$ cat src/rtl/cdc_hs_pkg.sv
// Shared types and constants for the two-phase toggle handshake transmitter.
package cdc_hs_pkg;

    typedef enum logic [1:0] {
        IDLE     = 2'd0,
        SETUP    = 2'd1,
        WAIT_ACK = 2'd2
    } hs_state_t;

    localparam int SETUP_CNT_W     = 4;
    localparam int SYNC_STAGES_MIN = 2;
    localparam int SYNC_STAGES_MAX = 4;

endpackage

$ cat src/rtl/cdc_sync_nff.sv
// Plain N-flop synchronizer chain with asynchronous clear.
module cdc_sync_nff #(
    parameter int DW     = 1,
    parameter int STAGES = 2
) (
    input  logic          CP,
    input  logic          CLR,
    input  logic [DW-1:0] d,
    output logic [DW-1:0] q
);

    logic [DW-1:0] sync_q [STAGES];

    // NOTE: every stage is cleared on CLR so no stale toggle survives a reset in the chain.
    always_ff @(posedge CP or negedge CLR) begin
        if (!CLR) begin
            for (int i = 0; i < STAGES; i++) sync_q[i] <= '0;
        end else begin
            sync_q[0] <= d;
            for (int i = 1; i < STAGES; i++) sync_q[i] <= sync_q[i-1];
        end
    end

    assign q = sync_q[STAGES-1];

endmodule

$ cat src/rtl/cdc_hs_tx.sv
// Transmit side of a two-phase toggle handshake: captures a word, holds it,
// toggles xfer_req after a settle time and waits for the synchronized ack toggle.
module cdc_hs_tx
    import cdc_hs_pkg::*;
#(
    parameter int DW          = 32,
    parameter int SYNC_STAGES = 2,
    parameter int SETUP_CYC   = 1
) (
    input  logic          CP,
    input  logic          CLR,
    input  logic          src_valid,
    input  logic [DW-1:0] src_data,
    output logic          src_ready,
    output logic          src_done,
    output logic [DW-1:0] xfer_data,
    output logic          xfer_req,
    input  logic          xfer_ack,
    output logic          err_spurious
);

    if (SYNC_STAGES < SYNC_STAGES_MIN || SYNC_STAGES > SYNC_STAGES_MAX) begin : g_bad_sync
        $error("cdc_hs_tx: SYNC_STAGES out of range");
    end
    if (SETUP_CYC < 0 || SETUP_CYC > (2**SETUP_CNT_W) - 1) begin : g_bad_setup
        $error("cdc_hs_tx: SETUP_CYC out of range");
    end

    localparam logic [SETUP_CNT_W-1:0] CNT_INIT =
        (SETUP_CYC == 0) ? '0 : SETUP_CNT_W'(SETUP_CYC - 1);

    hs_state_t              state, state_nxt;
    logic [SETUP_CNT_W-1:0] cnt;
    logic                   ack_s, ack_d;
    logic                   capture, launch, done;

    cdc_sync_nff #(
        .DW     (1),
        .STAGES (SYNC_STAGES)
    ) u_ack_sync (
        .CP  (CP),
        .CLR (CLR),
        .d   (xfer_ack),
        .q   (ack_s)
    );

    // NOTE: sequential state uses non-blocking assignments so all flops update from pre-edge values.
    always_ff @(posedge CP or negedge CLR) begin
        if (!CLR) state <= IDLE;
        else      state <= state_nxt;
    end

    // NOTE: default assignment first so no path leaves state_nxt unassigned and infers a latch.
    always_comb begin
        state_nxt = state;
        unique case (state)
            IDLE:     if (capture) state_nxt = (SETUP_CYC == 0) ? WAIT_ACK : SETUP;
            SETUP:    if (cnt == '0) state_nxt = WAIT_ACK;
            WAIT_ACK: if (done) state_nxt = IDLE;
            default:  state_nxt = IDLE;
        endcase
    end

    // Decoded strobes; a completion is only recognised while a request is outstanding.
    always_comb begin
        src_ready = (state == IDLE);
        capture   = src_ready & src_valid;
        launch    = (capture && SETUP_CYC == 0) || (state == SETUP && cnt == '0);
        done      = (state == WAIT_ACK) && (ack_s == xfer_req);
    end

    always_ff @(posedge CP or negedge CLR) begin
        if (!CLR) begin
            xfer_data    <= '0;
            xfer_req     <= 1'b0;
            cnt          <= '0;
            src_done     <= 1'b0;
            ack_d        <= 1'b0;
            err_spurious <= 1'b0;
        end else begin
            src_done <= done;
            ack_d    <= ack_s;
            if (capture) begin
                xfer_data <= src_data;
                cnt       <= CNT_INIT;
            end else if (state == SETUP && cnt != '0) begin
                cnt <= cnt - 1'b1;
            end
            if (launch) xfer_req <= ~xfer_req;
            // Any ack edge with no request outstanding is remembered until reset.
            if ((state == IDLE || state == SETUP) && ack_s != ack_d) err_spurious <= 1'b1;
        end
    end

endmodule

$ cat config.mk
export PLATFORM = sky130hd
export DESIGN_NAME = cdc_hs_tx
export DESIGN_NICKNAME = d
export VERILOG_FILES = /design/src/rtl/cdc_hs_pkg.sv /design/src/rtl/cdc_sync_nff.sv /design/src/rtl/cdc_hs_tx.sv
export SDC_FILE = /design/constraint.sdc
export NUM_CORES = 1
export LEC_CHECK = 0
export CORE_MARGIN = 5
export CORE_UTILIZATION = 42
export DETAILED_ROUTE_END_ITERATION = 8
export PLACE_DENSITY = 0.8
export SYNTH_ARGS = -nofsm -noshare
export SYNTH_HDL_FRONTEND = slang
export SYNTH_SLANG_ARGS = --single-unit
$ cat constraint.sdc
create_clock -name CP -period 1.9 [get_ports CP]
set_clock_uncertainty 0.2 [all_clocks]
set_input_delay 0.38 -clock CP [delete_from_list [all_inputs] [get_ports CP]]
set_output_delay 0.38 -clock CP [all_outputs]
set_load 0.1 [all_outputs]
==> summary.txt, run 1 <==
STA
  – RSZ-0062 raised after global routing: no
  – Final Cycle Share: between 90% and 100%
  – Final Max Tran Viols: 0
  – Final worst slack: around 0.086 ns
  – Final setup viols: 0
  – Fin crit period: about 1.8 ns
  – Slew @ Worst Pin: ~0.32 ns
  – Endpoints failing hold: 0
  – Fmax: approximately 550 MHz
  – Slew HR: 78.8%

Final layout
  – Register area: 1100 um2
  – Final design utilization: between 70% and 80%
  – Layout area overhead: 70.2%
  – Cell Count, Final, Fillers Out: ~250
  – Fillers: 249
  – Antenna diode count: 0
  – Final net count: 235
  – Layout cell share with drive strength beyond 1: 42.6%
  – Area of the multi-input gates: 593 um2

Yosys
  – Synth Net Count: 153
  – Sequential-to-total area share from yosys stat: about 63%
  – #FFs+latches synth: 44
  – Yosys warnings: 0
  – Syn Std Cell Area: 1750 um2
  – Cells after synthesis: 115
  – Synth Flop Type: dfrtp_1
  – Post-synth ARST share: 100%
  – Syn_area_per_cell: 15.2 um2
  – Post-synth EDFFs: 0
  – Synth cell types: 25

Placement
  – HPWL after detailed placement: 3.42 mm
  – Post-place setup slack: -0.176 ns
  – Placed Instances: about 240
  – PortBufs: 71
  – Final Wtd Congestion: ~0.76

Setup path
  – WP data required: 1.32 ns
  – Critical path arrival: 1.23 ns
  – CP Cell Sequence: buf_4 -> nor2_2 -> buf_12
  – Crit path max fanout: 9
  – Critical path capture point type: output port
  – Crit Path Category: flop to output port
  – Startpoint types: flop
  – CP max stage delay: 0.42 ns
  – Max stage delay cell, worst path: dfrtp_1

GRT
  – Antenna violations before repair: 0
  – Remaining Overflow, GRT: 0
  – Vias in the first global route: 1387
  – First-pass GRT wire length: between 6 and 7 mm
  – Total track usage: 17.2%
  – Largest net degree at the start of global routing: 21

Route
  – Routed WL: 4.42 mm
  – Routed Antenna Nets: 0
  – DR WL/cell: 17.9 um
  – Vias per std cell: 4.96
  – Iteration-0 DRC Markers: roughly 40
  – DRC: 0
  – DRT Pass-1 Iters: 4
  – Via count: 1226

Clocking
  – TritonCTS clock tree: built
  – Clock Tree Buf Depth: 2
  – Htree depth: 2
  – Worst-Skew Late Latency: around 0.3 ns
  – Reg clk slew, reported paths: 0.08 ns
  – Root Buffer: clkbuf_8
  – Clk sink count: 44
  – TritonCTS buffer count: 5
  – Post-CTS resize count: 0

Run
  – # Max-Cap Violations: 0

Die
  – Die X: 74.6 um
  – Initial core utilization: 43.5%
  – Row count: 23
  – Die area: 5560 um2
  – I/O Pins: 72
  – Die Y: 74.6 um
  – CORE AREA: slightly above 4000 um2

Worst hold path
  – Worst hold path type: flop to flop

Run status
  – Status: completed
## cell families (layout without fill, tap and decap cells)
| group | after synthesis | in the layout | share of synthesized area (%) |
|---|---|---|---|
| flops | 44 | 44 | 62.9 |
| mux | 32 | 32 | 20.6 |
| simple gates | 18 | 18 | 6.93 |
| compound gates | 9 | 9 | 3.29 |
| buf+inv | 7 | 89 | 3.43 |
| xor+xnor | 3 | 3 | 1.50 |
| fa+ha+maj | 2 | 2 | 1.43 |
## worst max-delay path: cells and delay by family (launching register included)
family	cells	cell delay (ns)
and+or+nand+nor	1	0.15
buffers and inverters	2	0.37
DFF	1	0.42
## final timing paths
kind / startpoint / end / slack (ns) / depth (start not counted)
setup / recovery: state[0] / src_ready / 0.09 / 3
hold / removal: u_ack_sync.sync_q[1] / u_ack_sync.q / 0.17 / 0
setup reg to reg: cnt[0] / cnt[1] / 0.14 / 6
hold reg to reg: u_ack_sync.sync_q[1] / u_ack_sync.q / 0.17 / 0
max in group asynchronous: CLR / xfer_data[22] / 0.70 / 3
min in group asynchronous: CLR / xfer_data[0] / 0.28 / 2
## synthesized netlist by cell type (4+ instances only)
cell,n,area (um2)
buf_6,4,45.0
dfrtp_1,44,1100
mux2_1,4,45.0
mux2_2,28,315
nand2_1,4,15.0
o21ai_0,4,20.0
## per-layer routing
layer  part of all wire, %  track usage (%)
met5                     0                0
met4                   3.0             8.89
met2                    57             31.1
met1                    35             18.0
met3                   5.8             5.00
## repair_timing
action	in CTS	in global routing
hold buffers	1	0
buffers inserted	0	0
hold endpoints to repair	8	0
setup endpoints to repair	0	0
## through the flow
step	instance area (um2)	hold WS (ns)	setup TNS, ns
final	2980	0.169	0
after global routing	2980	0.175	0
after floorplan	1750	-0.116	0
after detailed placement	2890	0.0440	-5.12
after global placement	2890	0.0385	-4.09
after CTS	2980	0.165	0
## state kept, by name (all words and copies together) (netlist names)
name and count:
xfer_req 1, xfer_data 32, cnt 4, err_spurious 1
u_ack_sync.sync_q 1, u_ack_sync.q 1, src_done 1, state 2
ack_d 1
## cell type report
cell class	instances	share of cell area (%)
tap	50	2.10
clock buffer	5	2.31
clock inverter	2	0.420
sequential	44	36.9
multi-input combinational	64	19.9
inverter	2	0.252
timing repair buffer	80	38.1
## placed cells by master, fill, tap and decap left out, types with 2 or more instances in the layout
cell | synthesis | final
dfrtp_1 | 44 | 44
buf_12 | 0 | 36
clkdlybuf4s50_1 | 0 | 34
mux2_2 | 28 | 28
buf_4 | 1 | 8
clkbuf_8 | 0 | 5
mux2_1 | 4 | 4
o21ai_0 | 4 | 4
nand2_1 | 4 | 4
inv_1 | 2 | 2
nor3b_1 | 2 | 2
o21bai_1 | 2 | 2
o211ai_1 | 2 | 2
or4_1 | 2 | 2
xnor2_1 | 2 | 2
nand3_1 | 2 | 2
ha_1 | 2 | 2
Power of run 1 is not shown: default switching activity piles up to over one toggle a cycle in this logic, so the estimate is an artifact.
==> run 2, diff against run 1 <==
- MAX_ROUTING_LAYER: unset -> met4
==> run 2 against run 1 <==
  * Core utilization did not move
  * Sequential share of layout area did not move
  * Die area did not move
  * Routed wire length rose by 0.18%
  * Register-to-register slack barely moved
  * Non-clock buffer count did not move
  * Critical endpoint unchanged
  * Worst setup slack improved by 0.0011 ns
  * Flip-flop and latch count did not move
  * Largest cell class unchanged
  * Via count fell by 0.24%
  * Global-route usage rose by 0.54 points
  * Critical path depth did not move
  * Cell area did not move
  * Critical path type unchanged
==> summary.txt, run 2 (synthesis results as in run 1) <==
Setup path
  – Crit path max fanout: 9 (unchanged)
  – Critical path capture point type: output port (unchanged)
  – Crit Path Category: flop to output port (unchanged)
  – R2r setup slk: 0.14 ns (about the same)
  – Startpoint types: flop (unchanged)
  – WP data required: 1.32 ns (about the same)
  – Setup crit start: state[0] (unchanged)
  – Reg2reg start: cnt[0] (unchanged)
  – Critical path arrival: 1.23 ns (about the same)

Placement
  – Post-place setup slack: -0.176 ns (unchanged)
  – PortBufs: 71 (unchanged)
  – HPWL after detailed placement: 3.42 mm (unchanged)
  – Final Wtd Congestion: 0.769 (was 0.759)

STA
  – Fmax: 552 MHz (was 551 MHz)
  – Setup tns final: 0 ns (unchanged)
  – Slew HR: 78.8% (about the same)
  – Fin crit period: 1.81 ns (about the same)
  – Final Max Tran Viols: 0 (unchanged)
  – RSZ-0062 raised after global routing: no (unchanged)
  – Final setup viols: 0 (unchanged)
  – Endpoints failing hold: 0 (unchanged)
  – Slew @ Worst Pin: 0.317 ns (about the same)
  – Final worst slack: 0.0874 ns (was 0.0863 ns)
  – Final Cycle Share: 95.4% (was 95.5%)

Clocking
  – Clk sink count: 44 (unchanged)
  – Root Buffer: clkbuf_8 (unchanged)
  – Clock Tree Buf Depth: 2 (unchanged)
  – TritonCTS clock tree: built (unchanged)
  – Worst-Skew Late Latency: 0.30 ns (about the same)
  – TritonCTS buffer count: 5 (unchanged)
  – Post-CTS resize count: 0 (unchanged)
  – Reg clk slew, reported paths: 0.08 ns (about the same)
  – Htree depth: 2 (unchanged)

Route
  – DR WL/cell: 17.9 um (about the same)
  – DRT Pass-1 Iters: 4 (unchanged)
  – Via count: 1223 (was 1226)
  – DRC: 0 (unchanged)
  – Vias per std cell: 4.95 (was 4.96)
  – Iteration-0 DRC Markers: 56 (was 41)
  – Routed Antenna Nets: 0 (unchanged)
  – Routed WL: 4.43 mm (was 4.42 mm)

Final layout
  – Largest reg by FF count: xfer_data (unchanged)
  – Max FFs per register: 32 (unchanged)
  – Register area: 1100 um2 (unchanged)
  – Layout cell share with drive strength beyond 1: 42.6% (unchanged)
  – Layout area overhead: 70.2% (unchanged)
  – Commonest non-fill, non-tap cell in the layout: dfrtp_1 (unchanged)
  – Final net count: 235 (unchanged)
  – Most frequent cells in the layout: dfrtp_1, buf_12, clkdlybuf4s50_1 (unchanged)
  – Antenna diode count: 0 (unchanged)
  – Top Registers: xfer_data: 32 flops, cnt: 4 flops, state: 2 flops (unchanged)
  – Area of the multi-input gates: 593 um2 (unchanged)
  – Final design utilization: 74.0% (unchanged)
  – Fillers: 249 (unchanged)

Run status
  – Status: completed (unchanged)

Worst hold path
  – Min-delay src: u_ack_sync.sync_q[1] (unchanged)
  – Worst hold path type: flop to flop (unchanged)

Die
  – CORE AREA: 4030 um2 (unchanged)
  – Initial core utilization: 43.5% (unchanged)
  – Die X: 74.6 um (unchanged)
  – Die area: 5560 um2 (unchanged)
  – I/O Pins: 72 (unchanged)
  – Die Y: 74.6 um (unchanged)
  – Row count: 23 (unchanged)

GRT
  – GR Util met3: 4.73% (was 5.00%)
  – First-pass GRT wire length: 6.90 mm (was 6.92 mm)
  – Largest net degree at the start of global routing: 21 (unchanged)
  – Most Used Layer, Global Route: met2 (unchanged)
  – M2 GR Usage: 31.1% (unchanged)
  – Antenna violations before repair: 0 (unchanged)
  – Met1 usage: 18.2% (was 18.0%)
  – Vias in the first global route: 1391 (was 1387)
  – Total track usage: 17.8% (was 17.2%)
  – Remaining Overflow, GRT: 0 (unchanged)

Run
  – # Max-Cap Violations: 0 (unchanged)
[run 2: routing by layer]
| layer | wire length, um | vias to the layer above | share of wire [%] |
|---|---|---|---|
| met2 | 2530 | 38 | 57 |
| met3 | 248 | 12 | 5.6 |
| met5 | 0 | - | 0 |
| met1 | 1530 | 610 | 35 |
| met4 | 116 | 0 | 2.6 |
| li1 | - | 563 | - |
[run 2: layout make-up]
class,count,share of cell area [%]
timing repair buffer,80,38.1
sequential,44,36.9
multi-input combinational,64,19.9
clock buffer,5,2.31
tap,50,2.10
clock inverter,2,0.420
inverter,2,0.252
[run 2: path summary, 6_finish.rpt]
path / endpoint / depth (start not counted)
max: src_ready / 3
min: u_ack_sync.q / 0
max reg2reg: cnt[1] / 6
min reg2reg: u_ack_sync.q / 0
max in group asynchronous: xfer_data[23] / 3
min in group asynchronous: xfer_data[0] / 2
[run 2: timing repair]
action	CTS	global route
hold endpoints to repair	8	0
buffers inserted	0	0
hold buffers	1	0
[run 2: metrics by stage]
step | instance area (um2) | hold WS (ns) | std cells
2_1_floorplan | 1750 | -0.116 | 115
3_3_place_gp | 2890 | 0.0385 | 239
3_5_place_dp | 2890 | 0.0440 | 239
4_1_cts | 2980 | 0.165 | 247
5_1_grt | 2980 | 0.175 | 247
6_report | 2980 | 0.169 | 247
[run 2: worst max-delay path, cell delays in order, from the launching register on]
cell,delay [ns]
dfrtp_1,0.42
buf_4,0.18
nor2_2,0.15
buf_12,0.19
Power of run 2 is left out for the same reason.
==> run 3, diff against run 2 <==
- ABC_AREA: unset -> 1
==> run 3 against run 2 <==
  * Routed wire length is 7.9% lower
  * Synthesized area is 0.93% lower
  * First-iteration DRC count is 36% lower
  * Die area is 0.80% lower
  * Via count is 18% higher
  * Synthesized cell count is 63% higher
  * Cell area is 0.55% lower
  * Non-clock buffer count is 3 lower
  * Clock-buffer cell count is 2 higher
  * Final cell count is 28% higher
  * Worst setup slack better by 0.15 ns
  * Flip-flop and latch count stayed put
==> summary.txt, run 3 <==
Setup path
  – Critical path capture point type: output port (unchanged)
  – Startpoint types: flop (unchanged)
  – Crit path max fanout: 4 (was 9)
  – Crit Path Category: flop to output port (unchanged)
  – Critical path arrival: 1.08 ns (was 1.23 ns)
  – WP data required: 1.32 ns (about the same)

Yosys
  – Sequential-to-total area share from yosys stat: 63.4% (was 62.9%)
  – #FFs+latches synth: 44 (unchanged)
  – Synth top area cells: dfrtp_1, nand2_1, nand3_1, ha_1, buf_6 (was dfrtp_1, mux2_2, buf_6, mux2_1, ha_1)
  – Leading area contributor after synthesis: dfrtp_1 (unchanged)
  – Synth cell types: 20 (was 25)
  – Yosys warnings: 0 (unchanged)
  – Synth Flop Type: dfrtp_1 (unchanged)
  – Share of the synthesized area in the top cell type: 63.4% (was 62.9%)
  – Cells after synthesis: 187 (was 115)
  – Commonest cells in the netlist: nand2_1, dfrtp_1, nand3_1 (was dfrtp_1, mux2_2)
  – Syn Std Cell Area: 1740 um2 (was 1750 um2)
  – Synth Net Count: 225 (was 153)
  – Post-synth ARST share: 100% (unchanged)
  – Syn_area_per_cell: 9.28 um2 (was 15.2 um2)
  – Most frequent cell after synthesis: nand2_1 (was dfrtp_1)
  – Post-synth EDFFs: 0 (unchanged)

STA
  – Worst hold margin: 0.156 ns (was 0.169 ns)
  – RSZ-0062 raised after global routing: no (unchanged)
  – Final Max Tran Viols: 0 (unchanged)
  – Slew HR: 58.0% (was 78.8%)
  – Fin crit period: 1.66 ns (was 1.81 ns)
  – Fmax: 602 MHz (was 552 MHz)
  – Slew @ Worst Pin: 0.629 ns (was 0.317 ns)
  – Final Cycle Share: 87.4% (was 95.4%)
  – Setup tns final: 0 ns (unchanged)
  – Final setup viols: 0 (unchanged)
  – Endpoints failing hold: 0 (unchanged)

Die
  – I/O Pins: 72 (unchanged)
  – CORE AREA: 4000 um2 (was 4030 um2)
  – Initial core utilization: 43.4% (was 43.5%)
  – Die area: 5520 um2 (was 5560 um2)
  – Row count: 23 (unchanged)
  – Die Y: 74.3 um (was 74.6 um)
  – Die X: 74.3 um (was 74.6 um)

Final layout
  – Layout cell share with drive strength beyond 1: 20.0% (was 42.6%)
  – Commonest non-fill, non-tap cell in the layout: nand2_1 (was dfrtp_1)
  – Max FFs per register: 32 (unchanged)
  – Final net count: 302 (was 235)
  – Layout area overhead: 70.9% (was 70.2%)
  – Top Registers: xfer_data: 32 flops, cnt: 4 flops, state: 2 flops (unchanged)
  – Largest reg by FF count: xfer_data (unchanged)
  – Most frequent cells in the layout: nand2_1, dfrtp_1, buf_12 (was dfrtp_1, buf_12, clkdlybuf4s50_1)
  – Antenna diode count: 0 (unchanged)

GRT
  – First-pass GRT wire length: 6.61 mm (was 6.90 mm)
  – Largest net degree at the start of global routing: 33 (was 21)
  – Total track usage: 16.3% (was 17.8%)
  – Vias in the first global route: 1523 (was 1391)
  – Remaining Overflow, GRT: 0 (unchanged)
  – Antenna violations before repair: 0 (unchanged)

Run status
  – Status: completed (unchanged)

Route
  – Via count: 1444 (was 1223)
  – Routed WL: 4.08 mm (was 4.43 mm)
  – Routed Antenna Nets: 0 (unchanged)
  – DRC: 0 (unchanged)
  – DR WL/cell: 12.9 um (was 17.9 um)
  – Iteration-0 DRC Markers: 36 (was 56)
  – DRT Pass-1 Iters: 4 (unchanged)
  – Vias per std cell: 4.58 (was 4.95)

Run
  – # Max-Cap Violations: 0 (unchanged)

Clocking
  – Clock Tree Buf Depth: 2 (unchanged)
  – Reg clk slew, reported paths: 0.08 ns (about the same)
  – Post-CTS Hold Buffers: 1 (unchanged)
  – Post-CTS resize count: 0 (unchanged)
  – Htree depth: 2 (unchanged)
  – TritonCTS clock tree: built (unchanged)
  – Post-CTS Setup Bufs: 0 (unchanged)
  – Worst-Skew Late Latency: 0.28 ns (was 0.30 ns)
  – Clk sink count: 44 (unchanged)
  – Root Buffer: clkbuf_8 (unchanged)
  – TritonCTS buffer count: 5 (unchanged)

Placement
  – PortBufs: 71 (unchanged)
  – Final Wtd Congestion: 0.744 (was 0.769)
  – HPWL after detailed placement: 3.16 mm (was 3.42 mm)

Worst hold path
  – Worst hold path type: flop to flop (unchanged)
run 3: cell count changes after synthesis, moves of 2 or more:
cell | before | now
or4_1 | 2 | 0
mux2_2 | 28 | 0
mux2_1 | 4 | 0
buf_6 | 4 | 2
nand2_1 | 4 | 106
buf_2 | 0 | 3
nand3_1 | 2 | 7
o211ai_1 | 2 | 0
o21ai_0 | 4 | 1
nor3b_1 | 2 | 0
nor2_1 | 1 | 3
inv_1 | 2 | 5
run 3: final timing paths:
path	startpoint	end	slack, ns	cells past startpoint
setup / recovery	state[0]	src_ready	0.24	2
hold / removal	u_ack_sync.sync_q[1]	u_ack_sync.q	0.16	0
setup reg to reg	cnt[0]	cnt[0]	0.43	6
hold reg to reg	u_ack_sync.sync_q[1]	u_ack_sync.q	0.16	0
max in group asynchronous	CLR	xfer_data[6]	0.48	3
min in group asynchronous	CLR	xfer_req	0.44	2
run 3: cells by family after synthesis:
family | share of synthesized area [%]
simple gates | 27.3
flops | 63.4
buf+inv | 4.33
compound gates | 1.51
xor+xnor | 2.02
fa+ha+maj | 1.44
run 3: layout make-up:
type                            instances  area, um2
Clock buffer                            7       86.3
Multi-Input combinational cell        130        559
Tap cell                               50       62.6
Inverter                                6       22.5
Sequential cell                        44       1100
Clock inverter                          1       7.51
Timing Repair Buffer                   77       1130
Fill cell                             284       1030
run 3: critical path, cell delays in order, from the launching register on:
cell and delay [ns]:
dfrtp_1 0.44, nor2_4 0.17, buf_12 0.18
run 3: routing by layer:
| layer | vias to the layer above | share of wire, % | global-route usage (%) |
|---|---|---|---|
| met5 | - | 0 | - |
| met4 | 0 | 1.2 | 4.94 |
| met3 | 4 | 10 | 6.89 |
| met2 | 53 | 50 | 27.5 |
| met1 | 663 | 39 | 17.4 |
| li1 | 724 | - | - |
run 3: through the flow:
| step | std cells | util, % | setup WS, ns | area, um2 |
|---|---|---|---|---|
| global placement | 306 | 71.5 | 0.276 | 2860 |
| detailed placement | 306 | 71.5 | 0.249 | 2860 |
| finish | 315 | 74.1 | 0.240 | 2970 |
| CTS | 315 | 74.1 | 0.233 | 2970 |
| floorplan | 187 | - | 0.0849 | 1740 |
| global route | 315 | 74.1 | 0.202 | 2970 |
Power of run 3 is left out for the same reason.
